`config.mk`:
```
export PLATFORM = sky130hd
export DESIGN_NAME = regfile_wb_arbiter
export DESIGN_NICKNAME = d
export VERILOG_FILES = /design/src/rtl/regfile_pkg.sv /design/src/rtl/wb_skid_slot.sv /design/src/rtl/regfile_wb_arbiter.sv
export SDC_FILE = /design/constraint.sdc
export NUM_CORES = 1
export LEC_CHECK = 0
export BUFFER_PORTS_ARGS = -buffer_cell sky130_fd_sc_hd__buf_2
export CAP_MARGIN = 15
export CORE_MARGIN = 8
export CORE_UTILIZATION = 45
export CTS_CLUSTER_SIZE = 40
export DETAILED_ROUTE_END_ITERATION = 6
export PLACE_DENSITY = 0.72
export SKIP_CTS_REPAIR_TIMING = 1
export SLEW_MARGIN = 20
export SYNTH_ARGS = -nofsm -noshare
export SYNTH_HDL_FRONTEND = slang
export SYNTH_SLANG_ARGS = --single-unit
```
`constraint.sdc`:
```
create_clock -name clk -period 4.9 [get_ports clk]
set_clock_uncertainty 0.15 [all_clocks]
set_input_delay 0.98 -clock clk [delete_from_list [all_inputs] [get_ports clk]]
set_output_delay 0.98 -clock clk [all_outputs]
set_load 0.02 [all_outputs]
```
`src/rtl/regfile_pkg.sv`:
```
// Shared register-file types: datapath widths and the writeback request record
// exchanged between writeback sources and the register file write port.
package regfile_pkg;

    localparam int XLEN       = 32;
    localparam int REG_ADDR_W = 5;
    localparam int STAT_W     = 16;

    typedef struct packed {
        logic [REG_ADDR_W-1:0] addr;
        logic [XLEN-1:0]       data;
    } wb_req_t;

    typedef enum logic {
        SRC0 = 1'b0,
        SRC1 = 1'b1
    } wb_src_e;

endpackage

```
`src/rtl/wb_skid_slot.sv`:
```
// One-entry writeback holding slot: captures a request on load, releases it on grant,
// and carries an age bit meaning "this entry is newer than the other source's entry".
module wb_skid_slot
    import regfile_pkg::*;
(
    input  logic    clk,
    input  logic    rst_n,
    input  logic    load,
    input  wb_req_t load_req,
    input  logic    load_age,
    input  logic    age_clr,
    input  logic    grant,
    output logic    full,
    output wb_req_t req,
    output logic    age
);

    // NOTE: sequential state uses non-blocking assignments so every flop samples pre-edge values.
    always_ff @(posedge clk or negedge rst_n) begin
        if (!rst_n) begin
            full <= 1'b0;
            req  <= '0;
            age  <= 1'b0;
        end else begin
            // A load on the same edge as a grant refills the slot, so load wins.
            if (load) begin
                full <= 1'b1;
            end else if (grant) begin
                full <= 1'b0;
            end

            if (load) begin
                req <= load_req;
            end

            if (load) begin
                age <= load_age;
            end else if (age_clr) begin
                age <= 1'b0;
            end
        end
    end

endmodule

```
`src/rtl/regfile_wb_arbiter.sv`:
```
// Two-source writeback arbiter in front of the register file write port.
// Define WBARB_RR_EN for round-robin on different-address conflicts; otherwise s0 has fixed priority.
module regfile_wb_arbiter
    import regfile_pkg::*;
(
    input  logic                  clk,
    input  logic                  rst_n,
    input  logic                  s0_valid,
    output logic                  s0_ready,
    input  logic [REG_ADDR_W-1:0] s0_addr,
    input  logic [XLEN-1:0]       s0_data,
    input  logic                  s1_valid,
    output logic                  s1_ready,
    input  logic [REG_ADDR_W-1:0] s1_addr,
    input  logic [XLEN-1:0]       s1_data,
    output logic                  we3,
    output logic [REG_ADDR_W-1:0] wa3,
    output logic [XLEN-1:0]       wd3,
    output logic                  busy,
    output logic [STAT_W-1:0]     stall_cnt,
    input  logic                  stat_clr
);

    logic    full0, full1;
    logic    age0, age1;
    wb_req_t req0, req1;
    logic    grant0, grant1;
    logic    load0, load1;
    logic    load_age0, load_age1;
    logic    stall;

    assign s0_ready = !full0 || grant0;
    assign s1_ready = !full1 || grant1;

    // Writes to x0 complete the handshake but never occupy a slot.
    assign load0 = s0_valid && s0_ready && (s0_addr != '0);
    assign load1 = s1_valid && s1_ready && (s1_addr != '0);

    // A new entry is newer than the other slot if that slot stays occupied past this edge;
    // on a simultaneous load s0 is treated as the older of the two.
    assign load_age0 = full1 && !grant1;
    assign load_age1 = (full0 && !grant0) || load0;

    wb_skid_slot u_slot0 (
        .clk      (clk),
        .rst_n    (rst_n),
        .load     (load0),
        .load_req ('{addr: s0_addr, data: s0_data}),
        .load_age (load_age0),
        .age_clr  (load1 && !load0),
        .grant    (grant0),
        .full     (full0),
        .req      (req0),
        .age      (age0)
    );

    wb_skid_slot u_slot1 (
        .clk      (clk),
        .rst_n    (rst_n),
        .load     (load1),
        .load_req ('{addr: s1_addr, data: s1_data}),
        .load_age (load_age1),
        .age_clr  (load0 && !load1),
        .grant    (grant1),
        .full     (full1),
        .req      (req1),
        .age      (age1)
    );

`ifdef WBARB_RR_EN
    wb_src_e rr_ptr;

    always_ff @(posedge clk or negedge rst_n) begin
        if (!rst_n) begin
            rr_ptr <= SRC0;
        end else if (full0 && full1 && (req0.addr != req1.addr)) begin
            rr_ptr <= (rr_ptr == SRC0) ? SRC1 : SRC0;
        end
    end
`endif

    // NOTE: every always_comb output gets a default first so no path can infer a latch.
    always_comb begin
        grant0 = 1'b0;
        grant1 = 1'b0;
        if (full0 && full1) begin
            if (req0.addr == req1.addr) begin
                // Same register: the older entry must land first to preserve write order.
                grant1 = age0 && !age1;
                grant0 = !grant1;
            end else begin
`ifdef WBARB_RR_EN
                grant0 = (rr_ptr == SRC0);
                grant1 = (rr_ptr == SRC1);
`else
                grant0 = 1'b1;
`endif
            end
        end else begin
            grant0 = full0;
            grant1 = full1;
        end
    end

    always_comb begin
        we3 = grant0 || grant1;
        wa3 = '0;
        wd3 = '0;
        if (grant0) begin
            wa3 = req0.addr;
            wd3 = req0.data;
        end else if (grant1) begin
            wa3 = req1.addr;
            wd3 = req1.data;
        end
    end

    assign busy  = full0 || full1;
    assign stall = (s0_valid && !s0_ready) || (s1_valid && !s1_ready);

    always_ff @(posedge clk or negedge rst_n) begin
        if (!rst_n) begin
            stall_cnt <= '0;
        end else if (stat_clr) begin
            stall_cnt <= '0;
        end else if (stall && (stall_cnt != '1)) begin
            stall_cnt <= stall_cnt + 1'b1;
        end
    end

endmodule

```
==> summary.txt <==
Status
  • Result of the run: finished, final reports clean

Drt
  • Number of design rule violations left after detail routing: 0
  • DRT Pass-1 Iters: 4
  • Iteration-0 DRC Markers: 126
  • Routed length per instance: 17.9 um
  • Final routed wirelength across all metal layers: 10.5 mm
  • Routed via count divided by cell count: 5.35
  • Number of nets with antenna violations after routing: 0
  • Via count: 3153

Final layout
  • Number of standard cells in the layout, taps in and fillers out: 589
  • Area of all placed cells without fillers: 5360 um^2
  • Layout overhead on the synthesized area: 24.3%
  • Proportion of layout cells with a drive suffix above 1: 0.520
  • Inserted Diodes: 0
  • Utilization after layout: 0.578
  • Total number of nets in the final design: 537

Run
  • Max capacitance violation total: 0

Yosys
  • Post-synthesis async set-or-reset flop share: 1.00
  • Total of flip-flops plus latches after synthesis: 94
  • Synthesized instance count: 325
  • Top cells by area in the synthesized netlist: sky130_fd_sc_hd__dfrtp_1 55%, sky130_fd_sc_hd__mux2_2 20%, sky130_fd_sc_hd__a22o_1 7.9%
  • Warning count from the yosys run: 0
  • Distinct cell type count after synthesis: 41
  • List of most frequent post-synthesis cells: 94 x sky130_fd_sc_hd__dfrtp_1, 75 x sky130_fd_sc_hd__mux2_2, 39 x sky130_fd_sc_hd__a22o_1
  • Sequential element share of the synthesized area: 0.545
  • Avg Synthesized Cell Area: 13.3 um^2
  • Share of the synthesized area in the top cell type: 0.545
  • Combined area of all synthesized cells: 4310 um^2
  • Number of synthesized flops with an enable pin: 0
  • Most frequently used cell type in the post-synthesis netlist: sky130_fd_sc_hd__dfrtp_1
  • Synthesized netlist net count: 405
  • Main synth FF type: sky130_fd_sc_hd__dfrtp_1
  • Synth area leader: sky130_fd_sc_hd__dfrtp_1

Global routing
  • Total routing resource utilization after global routing: 0.166
  • Wire length of the first global-routing pass: 17.2 mm
  • Maximum number of pins on one net before global-route repair: 66
  • Antenna violations before repair: 0
  • Total grt overflow: 0
  • Vias in the first global route: 3417

Clock tree
  • Clk pin slew, worst setup/hold paths: 0.08 ns
  • Clock root buffer master: sky130_fd_sc_hd__clkbuf_8
  • Sink Count: 94
  • Insertion delay to the later sink of the worst-skew pair: 0.35 ns
  • Number of H-tree levels: 3
  • Total CTS buffers: 9
  • Maximum buffer depth of the clock tree: 2
  • TritonCTS clock tree: yes

Timing
  • Clock period minus final worst setup slack: 3.87 ns
  • Final cycle utilization of the critical path: 0.790
  • Final Hold Violating Endpoints: 0
  • Post-route setup TNS: 0 ns
  • Unrepaired setup endpoints after global routing: no
  • Slew Limit Headroom: 0.371
  • Maximum clock rate: 0.258 GHz
  • Post-route setup slack: 1.03 ns
  • Slew at the pin closest to its max-slew limit: 0.944 ns
  • Setup Viol. Count Final: 0
  • Max-slew violation count: 0

Placed design
  • Pre-CTS setup slack: 1.38 ns
  • DPL Wire Length: 7.60 mm
  • Number of placed instances with taps included: 574
  • Placed Instance Area: 5110 um^2
  • Gpl congestion: 0.787
  • Port Buffers: 135

Floorplan
  • Die outline area: 13000 um^2
  • Width of the die: 114 um
  • Top-level I/O count: 136
  • Row cnt: 35
  • CORE AREA: 9280 um^2
  • Die extent in y: 114 um
  • Starting Density: 0.465

Worst setup path
  • Cell breakdown of the critical path: xnor2_2, nand4_4, o21ai_0, and2_1, buf_4, a22o_1, buf_2
  • Largest driver fanout on the critical path: 20
  • Crit path launch type: flip-flop
  • CP delay by family, top: simple AND/OR/NAND/NOR gates
  • Worst endpoint required time: 3.77 ns
  • Worst Setup Path Type: reg -> out
  • Buf/Inv on CP: 2
  • Category of the worst setup path capture point: output port
  • Arrival time of the worst setup path: 2.74 ns
  • Delay of the slowest cell on the worst path: 0.63 ns
  • Slowest cell on the critical path: sky130_fd_sc_hd__and2_1

Power
  • Power Density: 357 nW/um^2
  • Leakage dissipation: 2.57 nW
  • Worst-case vdd ir drop: 0.000195 V

Min path
  • Class of the tightest hold or removal check: reg -> reg
-- layout by cell type (no fill, tap or decap), types with 4 or more instances in the layout --
cell type,count
sky130_fd_sc_hd__a21oi_1,4
sky130_fd_sc_hd__a22o_1,39
sky130_fd_sc_hd__and3_1,5
sky130_fd_sc_hd__buf_2,134
sky130_fd_sc_hd__buf_4,4
sky130_fd_sc_hd__clkbuf_8,9
sky130_fd_sc_hd__dfrtp_1,94
sky130_fd_sc_hd__mux2_2,75
sky130_fd_sc_hd__nand2_1,5
sky130_fd_sc_hd__nand3_1,7
sky130_fd_sc_hd__nor2_1,16
sky130_fd_sc_hd__o21ai_0,7
sky130_fd_sc_hd__xnor2_2,4
sky130_fd_sc_hd__xor2_1,8
-- flip-flops by register name, indices dropped and copies added, names as in the netlist --
register,cells
stall_cnt,16
u_slot0.age,1
u_slot0.full,1
u_slot0.req,37
u_slot1.age,1
u_slot1.full,1
u_slot1.req,37
-- stage by stage --
step                      hold WS (ns)  power (mW)
after floorplan                  0.307        1.20
after global placement           0.327        1.33
after detailed placement         0.328        1.34
after CTS                        0.346        1.94
after global routing             0.352        2.01
final                            0.344        1.91
-- cell families after synthesis --
family,Yosys count,synth area share
AOI/OAI and AO/OA,66,0.123
xor gates and xnor gates,13,0.0334
adders and majority gates,1,0.00290
buffers and inverters,20,0.0197
DFF,94,0.545
muxes,76,0.198
and+or+nand+nor,55,0.0778
-- where the power goes --
part | total, mW | switching [mW] | internal (mW)
clock | 0.589 | 0.255 | 0.334
sequential | 0.926 | 0.0597 | 0.866
combinational | 0.400 | 0.204 | 0.195
-- per-layer routing --
layer / track usage / wire [um] / vias to the layer above / part of all wire
li1: - / - / 1469 / -
met1: 0.195 / 4440 / 1576 / 0.42
met2: 0.275 / 5140 / 93 / 0.49
met3: 0.0555 / 767 / 15 / 0.073
met4: 0.0603 / 166 / 0 / 0.016
met5: 0 / 0 / - / 0
-- final cells by class --
class,instances,area (um^2)
multi-input cells,211,1890
flip-flops and latches,94,2350
well taps,129,161
fillers,812,3920
repair buffers,139,728
clock buffers,10,128
clock inverters,4,97.6
inverters,2,7.51
-- path summary, 6_finish.rpt --
check	from	end	slack, ns	cells past startpoint
worst max-delay path	u_slot1.req[36]	wa3[3]	1.03	7
worst min-delay path	u_slot0.age	u_slot0.age	0.34	1
worst max register to register	stall_cnt[0]	stall_cnt[15]	2.21	7
worst min register to register	u_slot0.age	u_slot0.age	0.34	1
max in group asynchronous	rst_n	u_slot1.req[25]	3.11	2
min in group asynchronous	rst_n	stall_cnt[13]	0.56	1
Note: power is estimated with default switching activity, not from simulation.
